`config.mk`:
```
export PLATFORM = sky130hd
export DESIGN_NAME = io_bridge_split_fta
export DESIGN_NICKNAME = d
export VERILOG_FILES = /design/src/rtl/io_bridge_split_fta.sv
export SDC_FILE = /design/constraint.sdc
export NUM_CORES = 1
export LEC_CHECK = 0
export ABC_AREA = 0
export CORE_MARGIN = 3
export CORE_UTILIZATION = 45
export DETAILED_ROUTE_END_ITERATION = 12
export PLACE_DENSITY = 0.82
export SLEW_MARGIN = 20
export SYNTH_ARGS = -nofsm -noshare
export SYNTH_HDL_FRONTEND = slang
export SYNTH_SLANG_ARGS = --single-unit
```
`constraint.sdc`:
```
create_clock -name clk_i -period 2.3 [get_ports clk_i]
set_clock_uncertainty 0.1 [all_clocks]
set_input_delay 0.345 -clock clk_i [delete_from_list [all_inputs] [get_ports clk_i]]
set_output_delay 0.345 -clock clk_i [all_outputs]
set_load 0.005 [all_outputs]
```
`src/rtl/io_bridge_split_fta.sv`:
```
// Wide-to-narrow I/O bridge: splits one SWID-bit slave access into sequential
// MWID-bit master sub-transactions and reassembles read data into one response.
module io_bridge_split_fta #(
    parameter int SWID     = 128,
    parameter int MWID     = 32,
    parameter int ADR_W    = 32,
    parameter int TID_W    = 13,
    parameter int CHANNELS = 2,
    parameter int TIMEOUT  = 255,
    parameter int RTRY_MAX = 3
) (
    input  logic                     clk_i,
    input  logic                     rst_ni,
    input  logic                     s_cyc_i,
    input  logic                     s_stb_i,
    input  logic                     s_we_i,
    input  logic [TID_W-1:0]         s_tid_i,
    input  logic [ADR_W-1:0]         s_padr_i,
    input  logic [SWID/8-1:0]        s_sel_i,
    input  logic [SWID-1:0]          s_dat_i,
    output logic                     s_stall_o,
    output logic                     s_ack_o,
    output logic                     s_err_o,
    output logic [TID_W-1:0]         s_tid_o,
    output logic [SWID-1:0]          s_dat_o,
    output logic                     m_cyc_o,
    output logic                     m_stb_o,
    output logic                     m_we_o,
    output logic [ADR_W-1:0]         m_padr_o,
    output logic [MWID/8-1:0]        m_sel_o,
    output logic [MWID-1:0]          m_dat_o,
    output logic [TID_W-1:0]         m_tid_o,
    input  logic [CHANNELS-1:0]      ch_ack_i,
    input  logic [CHANNELS-1:0]      ch_err_i,
    input  logic [CHANNELS-1:0]      ch_rty_i,
    input  logic [CHANNELS*MWID-1:0] ch_dat_i
);
    localparam int R   = SWID / MWID;
    localparam int SB  = SWID / 8;
    localparam int MB  = MWID / 8;
    localparam int LW  = (R > 1) ? $clog2(R) : 1;
    localparam int MBW = (MB > 1) ? $clog2(MB) : 1;
    localparam int OFW = $clog2(SB);
    localparam int CW  = (CHANNELS > 1) ? $clog2(CHANNELS) : 1;
    localparam int TW  = (TIMEOUT > 0) ? $clog2(TIMEOUT + 1) : 1;
    localparam int RW  = (RTRY_MAX > 0) ? $clog2(RTRY_MAX + 1) : 1;

    typedef enum logic [2:0] {IDLE, ISSUE, WAIT, GAP, DONE} state_t;

    state_t               state_q, state_d;
    logic [TID_W-1:0]     tid_q, tid_d;
    logic [ADR_W-1:OFW]   padr_q, padr_d;
    logic [SB-1:0]        sel_q, sel_d;
    logic [SWID-1:0]      wdat_q, wdat_d;
    logic                 we_q, we_d;
    logic [R-1:0]         lanes_q, lanes_d;
    logic [LW-1:0]        lane_q, lane_d;
    logic                 err_q, err_d;
    logic [TW-1:0]        tmo_q, tmo_d;
    logic [RW-1:0]        rty_q, rty_d;
    logic [SWID-1:0]      rbuf_q, rbuf_d;
    logic                 stall_q, stall_d;
    logic                 ack_q, ack_d;
    logic                 serr_q, serr_d;
    logic [TID_W-1:0]     stid_q, stid_d;
    logic [SWID-1:0]      sdat_q, sdat_d;
    logic                 mcyc_q, mcyc_d;
    logic [ADR_W-1:0]     mpadr_q, mpadr_d;
    logic [MB-1:0]        msel_q, msel_d;
    logic [MWID-1:0]      mdat_q, mdat_d;

    logic [R-1:0]         new_lanes;
    logic [LW-1:0]        lane_pick;
    logic [MB-1:0]        lane_sel;
    logic [MBW-1:0]       byte_pick;
    logic [OFW-1:0]       lane_off;
    logic                 hit;
    logic [CW-1:0]        hit_ch;
    logic                 lane_fin;
    logic                 lane_bad;
    logic                 unused_padr_lo;

    // The low address bits are always regenerated from the lane being issued.
    assign unused_padr_lo = ^s_padr_i[OFW-1:0];

    always_comb begin
        new_lanes = '0;
        for (int i = 0; i < R; i++) begin
            new_lanes[i] = |s_sel_i[i*MB +: MB];
        end
        lane_pick = '0;
        for (int i = R - 1; i >= 0; i--) begin
            if (lanes_q[i]) lane_pick = LW'(i);
        end
        lane_sel  = sel_q[lane_pick*MB +: MB];
        byte_pick = '0;
        for (int b = MB - 1; b >= 0; b--) begin
            if (lane_sel[b]) byte_pick = MBW'(b);
        end
        lane_off = OFW'(lane_pick) * OFW'(MB) + OFW'(byte_pick);
        // Lowest-index channel with any strobe owns the response this cycle.
        hit    = 1'b0;
        hit_ch = '0;
        for (int c = CHANNELS - 1; c >= 0; c--) begin
            if (ch_ack_i[c] | ch_err_i[c] | ch_rty_i[c]) begin
                hit    = 1'b1;
                hit_ch = CW'(c);
            end
        end
    end

    always_comb begin
        state_d  = state_q;
        tid_d    = tid_q;
        padr_d   = padr_q;
        sel_d    = sel_q;
        wdat_d   = wdat_q;
        we_d     = we_q;
        lanes_d  = lanes_q;
        lane_d   = lane_q;
        err_d    = err_q;
        tmo_d    = tmo_q;
        rty_d    = rty_q;
        rbuf_d   = rbuf_q;
        stall_d  = stall_q;
        ack_d    = 1'b0;
        serr_d   = 1'b0;
        stid_d   = stid_q;
        sdat_d   = sdat_q;
        mcyc_d   = mcyc_q;
        mpadr_d  = mpadr_q;
        msel_d   = msel_q;
        mdat_d   = mdat_q;
        lane_fin = 1'b0;
        lane_bad = 1'b0;

        unique case (state_q)
            IDLE: begin
                if (s_cyc_i && s_stb_i) begin
                    tid_d   = s_tid_i;
                    padr_d  = s_padr_i[ADR_W-1:OFW];
                    sel_d   = s_sel_i;
                    wdat_d  = s_dat_i;
                    we_d    = s_we_i;
                    lanes_d = new_lanes;
                    err_d   = 1'b0;
                    tmo_d   = '0;
                    rty_d   = '0;
                    rbuf_d  = '0;
                    stall_d = 1'b1;
                    state_d = (s_sel_i == '0) ? DONE : ISSUE;
                end
            end
            ISSUE: begin
                lane_d  = lane_pick;
                mcyc_d  = 1'b1;
                msel_d  = lane_sel;
                mdat_d  = wdat_q[lane_pick*MWID +: MWID];
                mpadr_d = {padr_q, lane_off};
                tmo_d   = '0;
                state_d = WAIT;
            end
            WAIT: begin
                if (hit) begin
                    if (ch_err_i[hit_ch]) begin
                        lane_fin = 1'b1;
                        lane_bad = 1'b1;
                    end else if (ch_ack_i[hit_ch]) begin
                        lane_fin = 1'b1;
                        if (!we_q) rbuf_d[lane_q*MWID +: MWID] = ch_dat_i[hit_ch*MWID +: MWID];
                    end else if (rty_q == RW'(RTRY_MAX)) begin
                        lane_fin = 1'b1;
                        lane_bad = 1'b1;
                    end else begin
                        rty_d   = rty_q + RW'(1);
                        tmo_d   = '0;
                        mcyc_d  = 1'b0;
                        state_d = GAP;
                    end
                end else if (tmo_q == TW'(TIMEOUT)) begin
                    lane_fin = 1'b1;
                    lane_bad = 1'b1;
                end else begin
                    tmo_d = tmo_q + TW'(1);
                end
                // A finished lane (good or faulted) is retired and never reissued.
                if (lane_fin) begin
                    lanes_d[lane_q] = 1'b0;
                    err_d   = err_q | lane_bad;
                    rty_d   = '0;
                    tmo_d   = '0;
                    mcyc_d  = 1'b0;
                    state_d = (lanes_d == '0) ? DONE : GAP;
                end
            end
            GAP: begin
                state_d = ISSUE;
            end
            DONE: begin
                ack_d   = ~err_q;
                serr_d  = err_q;
                stid_d  = tid_q;
                sdat_d  = rbuf_q;
                stall_d = 1'b0;
                state_d = IDLE;
            end
            default: state_d = IDLE;
        endcase
    end

    always_ff @(posedge clk_i) begin
        if (!rst_ni) begin
            state_q <= IDLE;
            tid_q   <= '0;
            padr_q  <= '0;
            sel_q   <= '0;
            wdat_q  <= '0;
            we_q    <= 1'b0;
            lanes_q <= '0;
            lane_q  <= '0;
            err_q   <= 1'b0;
            tmo_q   <= '0;
            rty_q   <= '0;
            rbuf_q  <= '0;
            stall_q <= 1'b0;
            ack_q   <= 1'b0;
            serr_q  <= 1'b0;
            stid_q  <= '0;
            sdat_q  <= '0;
            mcyc_q  <= 1'b0;
            mpadr_q <= '1;
            msel_q  <= '0;
            mdat_q  <= '0;
        end else begin
            state_q <= state_d;
            tid_q   <= tid_d;
            padr_q  <= padr_d;
            sel_q   <= sel_d;
            wdat_q  <= wdat_d;
            we_q    <= we_d;
            lanes_q <= lanes_d;
            lane_q  <= lane_d;
            err_q   <= err_d;
            tmo_q   <= tmo_d;
            rty_q   <= rty_d;
            rbuf_q  <= rbuf_d;
            stall_q <= stall_d;
            ack_q   <= ack_d;
            serr_q  <= serr_d;
            stid_q  <= stid_d;
            sdat_q  <= sdat_d;
            mcyc_q  <= mcyc_d;
            mpadr_q <= mpadr_d;
            msel_q  <= msel_d;
            mdat_q  <= mdat_d;
        end
    end

    assign s_stall_o = stall_q;
    assign s_ack_o   = ack_q;
    assign s_err_o   = serr_q;
    assign s_tid_o   = stid_q;
    assign s_dat_o   = sdat_q;
    assign m_cyc_o   = mcyc_q;
    assign m_stb_o   = mcyc_q;
    assign m_we_o    = we_q;
    assign m_tid_o   = tid_q;
    assign m_padr_o  = mpadr_q;
    assign m_sel_o   = msel_q;
    assign m_dat_o   = mdat_q;

endmodule

```
==> results of run 1 <==
## power by group
group,total (uW),leakage (uW),switching [uW],internal [uW]
logic,3140,0.00464,1640,1500
registers,10100,0.00443,246,9870
clock network,9470,0.000967,3840,5630
total,22700,0.0100,5730,17000
## metrics by stage
step           instances  setup WS [ns]  utilization [%]  total power [uW]
2_1_floorplan       2337          0.283                -             11900
3_3_place_gp        3305         -0.303             58.8             13300
3_5_place_dp        3305         -0.293             58.8             13400
4_1_cts             3408         0.0748             63.0             22900
5_1_grt             3419         0.0147             63.1             23500
6_report            3421          0.140             63.1             22700
## state kept, by name, summed over array words and instances (netlist names), 2 cells and up
name      cells
rbuf_q      128
s_dat_o     128
wdat_q      128
m_dat_o      32
m_padr_o     32
padr_q       28
sel_q        16
m_tid_o      13
s_tid_o      13
tmo_q         8
lanes_q       4
m_sel_o       4
state_q       3
lane_q        2
rty_q         2
## layer usage
layer | share of wire (%) | vias to the layer above | wire length [um] | track usage, %
met5 | 0.040 | - | 27 | 0
met3 | 8.2 | 182 | 5500 | 6.49
met2 | 48 | 778 | 32200 | 43.4
li1 | - | 8804 | - | -
met1 | 39 | 9045 | 26100 | 31.0
met4 | 4.9 | 4 | 3270 | 12.8
## worst max path at each step
stage                               end  cells past startpoint
6_report       rbuf_q[119]$_SDFFE_PN0P_                      6
5_1_grt         wdat_q[43]$_SDFFE_PN0P_                      5
4_1_cts           rty_q[1]$_SDFFE_PN0P_                      6
3_5_place_dp    state_q[2]$_SDFFE_PN0P_                      8
3_3_place_gp      rty_q[1]$_SDFFE_PN0P_                      7
2_1_floorplan     rty_q[1]$_SDFFE_PN0P_                      6
## logic make-up (layout without fill, tap and decap cells)
logic type / count (synthesis) / count (layout)
AO/OA/AOI/OAI: 546 / 546
XOR/XNOR: 6 / 6
adder cells (fa/ha/maj): 10 / 10
buffers and inverters: 195 / 666
flip-flops: 547 / 547
multiplexers: 68 / 68
other: 0 / 13
AND/OR/NAND/NOR: 965 / 965
## critical path: stages (launching register included)
cell and delay (ns):
dfxtp_1 0.39, nor3_1 0.46, nand3_4 0.18, a2111oi_4 0.38, nand3b_2 0.14, buf_12 0.20, o2bb2ai_1 0.20
## layout make-up
class,count,area [sq um]
antenna,13,32.5
clock buffer,84,1690
clock inverter,18,256
fill,3561,16900
inverter,11,41.3
multi-input combinational,1595,9440
sequential,547,11000
tap,600,751
timing repair buffer,553,5730
## Yosys cell counts, types with 2 or more instances
cell type,number
nand2_1,801
dfxtp_1,547
a21boi_0,364
clkbuf_1,136
nand3_1,98
o2bb2ai_1,66
o31ai_1,64
mux4_2,36
mux2i_1,32
buf_2,28
nor2_1,23
buf_1,16
a21oi_1,12
inv_1,11
ha_1,10
nor3_1,9
o21ai_0,9
and3_1,5
buf_4,4
nor4_1,4
or3_1,4
xnor2_1,4
a31oi_1,3
and2_1,3
nand2b_1,3
nand4_1,3
nor2b_1,3
o21bai_1,3
o22ai_1,3
a311o_1,2
a311oi_1,2
nand3b_1,2
nor3b_1,2
o211a_1,2
o211ai_1,2
o21a_1,2
xor2_1,2
## placed cells by master, fill, tap and decap left out, types with 3 or more instances in the layout
cell,n
and3_1,4
a31oi_1,3
or3_1,3
a21boi_0,364
o2bb2ai_1,66
o31ai_1,64
nand3_1,97
clkdlybuf4s50_1,486
a21oi_4,4
xnor2_1,4
diode_2,13
nand4_1,3
nor4_1,4
nand2b_1,3
nor3_1,8
clkbuf_16,55
nor2_1,22
clkbuf_1,9
dfxtp_1,547
o22ai_1,3
nor2b_1,3
ha_1,10
a21oi_1,9
clkinv_2,8
mux2i_1,32
clkbuf_8,20
mux4_2,36
o21ai_0,9
o21bai_1,3
nand2_1,800
bufinv_16,5
inv_1,11
buf_12,28
buf_4,37
## what timing repair did
action	CTS	global route
hold endpoints to repair	5	0
pin swaps	0	0
setup endpoints to repair	2	2
gates resized for setup	1	1
hold buffers	1	0
==> results.yml, run 1 <==
logic_synthesis:
  synth-compound-area-share_pct: 19.7
  synth.cell_area_sq_um: 21100
  synth_xor_area_share_pct: 0.249
  ys_seq_elements: 547
  synth_nets: 2611
  synth_top_area_share_pct: 52.0
  seq_area_frac_synth_pct: 52.0
  yosysWarningCount: 0
  synth_edf_count: 0
  synth_mux_area_share_pct: 5.37
  yosys.area_share.simple_pct: 18.4
  netlist_top_cells_area: "dfxtp_1, nand2_1, a21boi_0"
  syn_avg_cell_area_sq_um: 9.02
  async_reset_ff_share_pct: 0
  yosys.area.top_type: "dfxtp_1"
  netlist-cell-type-count: 54
  synth_fa_ha_area_share_pct: 0.594
  synth_top_family_by_area: "compound AO/OA/AOI/OAI gates"
  ys.flop_type: "dfxtp_1"
  synth_cells: 2337
global_routing:
  overflow: 0
  grt_pass1_wl_um: 103000
  grt_max_degree: 227
  grt_pass1_vias: 18700
  grt_usage_pct: 25.9
  antenna_found_initial: 15
die:
  core_area_sq_um: 45800
  die_w_um: 222
  die_area_sq_um: 49500
  initial_core_util_pct: 46.0
  num_rows: 78
  ioPinCount: 492
  die_y_um: 222
clock_tree:
  cts_setup_buffers: 0
  cts_tree: "yes"
  clkTransAtPathRegs_ns: 0.06
  cts_htree_levels: 2
  cts_root_buf: "clkbuf_16"
  clk_latency_ns: 0.61
  clock_sink_count: 547
  cts_made_buffers: 55
  cts_max_path_buffers: 3
sta:
  hold_ws_ns: 0.197
  timing.max_slew.rel_slack_pct: 37.3
  max_freq_mhz: 463
  hold_viol_final: 0
  setup_violations: 0
  rsz0062_at_grt: "false"
  drv_slew: 0
  min_period_over_period_pct: 93.9
  finalCriticalPeriod_ns: 2.16
  setup_tns_ns: 0
  worst_slew_pin_slew_ns: 0.940
worst_hold_path:
  whs_endpoint: "wdat_q[109]$_SDFFE_PN0P_"
  worstHoldPathCells: 3
  hp-start: "s_dat_i[109]"
  hp-class: "primary input to flop"
worst_setup_path:
  ff2ff_path_depth: 6
  rr_startpoint: "state_q[1]$_SDFFE_PN0P_"
  reg2reg_slack_ns: 0.14
  start_kind: "flop"
  cp-end-kind: "flop"
  worst_ep_required_time_ns: 2.72
  cp-startpoint: "state_q[1]$_SDFFE_PN0P_"
  crit_fanout: 32
  setup.worst_path.class: "flop to flop"
  r2r_end: "rbuf_q[119]$_SDFFE_PN0P_"
  crit_arrival_ns: 2.58
route:
  drtPass1Iterations: 8
  post_drt_wl_per_cell_um: 19.6
  finalWirelength_um: 67100
  drc: 0
  vias: 18800
  antenna_left: 0
  vias_per_cell: 5.50
  drt_iter0_drc: 1488
flow_run:
  cap_violations: 0
power:
  powerDensity_nw_per_um2: 787
  ir_drop_mv: 0.762
  leakage_uw: 0.0100
placed_design:
  hpwl_um: 45500
  port_buffers: 487
  gp_congestion: 0.898
  place_area_sq_um: 26900
final_layout:
  fin_nets: 3037
  finalInstanceArea_sq_um: 28900
  drive_gt1_share_pct: 7.62
  area_growth_pct: 37.1
outcome:
  status: "finished clean"
(Power assumes the default switching activity.)
==> run 2, diff against run 1 <==
--- a/config.mk
+++ b/config.mk
@@ -6,10 +6,12 @@
 export NUM_CORES = 1
 export LEC_CHECK = 0
 export ABC_AREA = 0
+export CELL_PAD_IN_SITES_DETAIL_PLACEMENT = 1
+export CELL_PAD_IN_SITES_GLOBAL_PLACEMENT = 1
 export CORE_MARGIN = 3
-export CORE_UTILIZATION = 45
+export CORE_UTILIZATION = 37
 export DETAILED_ROUTE_END_ITERATION = 12
-export PLACE_DENSITY = 0.82
+export PLACE_DENSITY = 0.88
 export SLEW_MARGIN = 20
 export SYNTH_ARGS = -nofsm -noshare
 export SYNTH_HDL_FRONTEND = slang
==> results.yml, run 2 (synthesized netlist as in run 1, its figures left out) <==
outcome:
  status: "finished clean"
flow_run:
  cap_violations: 0
final_layout:
  area_growth_pct: 40.5
  final_cells: 3607
  fillCellCount: 6258
  final_common_cell: "nand2_1"
  layout_common_cells: "nand2_1, dfxtp_1, clkdlybuf4s50_1"
  drive_gt1_share_pct: 9.03
  fin_nets: 3074
  finalInstanceArea_sq_um: 29600
  fin_util_pct: 53.1
power:
  ir_drop_mv: 0.724
  switching_share_pct: 25.8
  combPwrFrac_pct: 14.1
  power_switching_uw: 6130
  leakage_uw: 0.0103
  powerDensity_nw_per_um2: 802
  power.internal_uw: 17600
  p_clk_share_pct: 43.1
  pwr-share-seq_pct: 42.7
sta:
  timing.max_slew.rel_slack_pct: 43.7
  finalCriticalPeriod_ns: 2.19
  drv_slew: 0
  min_period_over_period_pct: 95.1
  hold_viol_final: 0
  max_freq_mhz: 457
  setup_slack_ns: 0.112
  hold_ws_ns: 0.198
  setup_violations: 0
  worst_slew_pin_slew_ns: 0.845
clock_tree:
  cts_htree_levels: 2
  clk_latency_ns: 0.63
  cts_made_buffers: 57
  cts_max_path_buffers: 3
  cts_root_buf: "clkbuf_16"
  clkTransAtPathRegs_ns: 0.06
  cts_setup_buffers: 0
  cts_tree: "yes"
  clock_sink_count: 547
global_routing:
  antenna_found_initial: 13
  overflow: 0
  grt_usage_pct: 26.1
  grt_pass1_wl_um: 124000
  grt_pass1_vias: 21300
  grt_max_degree: 199
placed_design:
  gp_congestion: 0.834
  hpwl_um: 54400
  place_area_sq_um: 27500
  dpl_worst_slack_ns: -0.275
  port_buffers: 487
  placed_cells: 3488
die:
  die_area_sq_um: 59900
  num_rows: 86
  initial_core_util_pct: 37.8
  die_w_um: 245
  ioPinCount: 492
  die_y_um: 245
  core_area_sq_um: 55700
worst_hold_path:
  whs_endpoint: "wdat_q[35]$_SDFFE_PN0P_"
  worstHoldPathCells: 3
  hp-class: "primary input to flop"
  hp-start: "s_dat_i[35]"
worst_setup_path:
  crit_arrival_ns: 2.59
  start_kind: "flop"
  cp-startpoint: "tmo_q[0]$_SDFFE_PN0P_"
  rr_startpoint: "tmo_q[0]$_SDFFE_PN0P_"
  reg2reg_slack_ns: 0.11
  cp-end-kind: "flop"
  r2r_end: "state_q[0]$_SDFFE_PN0P_"
  worst_ep_required_time_ns: 2.70
  setup.worst_path.class: "flop to flop"
  ff2ff_path_depth: 8
  crit_fanout: 4
route:
  antenna_left: 0
  vias_per_cell: 5.39
  vias: 19400
  drt_iter0_drc: 1018
  post_drt_wl_per_cell_um: 22.3
  drc: 0
  finalWirelength_um: 80400
  drtPass1Iterations: 5
-- run 2: per-stage QoR --
| step | setup TNS (ns) | total power (uW) |
|---|---|---|
| after floorplan | 0 | 11900 |
| after global placement | -22.91 | 13500 |
| after detailed placement | -23.81 | 13600 |
| after CTS | 0 | 23900 |
| after global routing | -0.0481 | 24600 |
| final | 0 | 23700 |
-- run 2: critical path: stages (launching register included) --
cell and delay (ns):
dfxtp_1 0.39, ha_2 0.23, and3_1 0.22, a311oi_1 0.10, buf_4 0.15, and2_1 0.17, buf_4 0.14, or3_1 0.35
a311oi_1 0.23
-- run 2: routing by layer --
layer	GRT usage, %	wire [um]
met5	0	0
met4	12.2	3910
met3	4.63	4380
met1	29.4	30900
met2	47.7	41200
-- run 2: worst max path at each step --
stage	to	cells after the start
after global routing	state_q[0]$_SDFFE_PN0P_	8
after detailed placement	rbuf_q[56]$_SDFFE_PN0P_	8
final	state_q[0]$_SDFFE_PN0P_	8
after CTS	m_tid_o[6]$_SDFFE_PN0P_	6
after floorplan	rty_q[1]$_SDFFE_PN0P_	6
after global placement	rbuf_q[121]$_SDFFE_PN0P_	8
-- run 2: what timing repair did --
item,4_1_cts,5_1_grt
resized for setup,0,3
hold buffers,1,0
endpoints found under the setup margin,0,8
hold endpoints to repair,23,0
-- run 2: layout make-up --
class | count | area, sq um | share of cell area, %
sequential | 547 | 11000 | 37.0
multi-input combinational | 1595 | 9440 | 31.9
timing repair buffer | 588 | 6100 | 20.6
clock buffer | 77 | 1640 | 5.54
tap | 748 | 936 | 3.16
clock inverter | 28 | 458 | 1.55
inverter | 11 | 41.3 | 0.139
antenna | 13 | 32.5 | 0.110
-- run 2: power groups by stage --
stage,combinational [uW],clock (uW),sequential (uW)
2_1_floorplan,1600,0,10300
3_3_place_gp,3180,0,10300
3_5_place_dp,3320,0,10300
4_1_cts,3370,10400,10100
5_1_grt,3620,10800,10200
6_report,3360,10200,10100
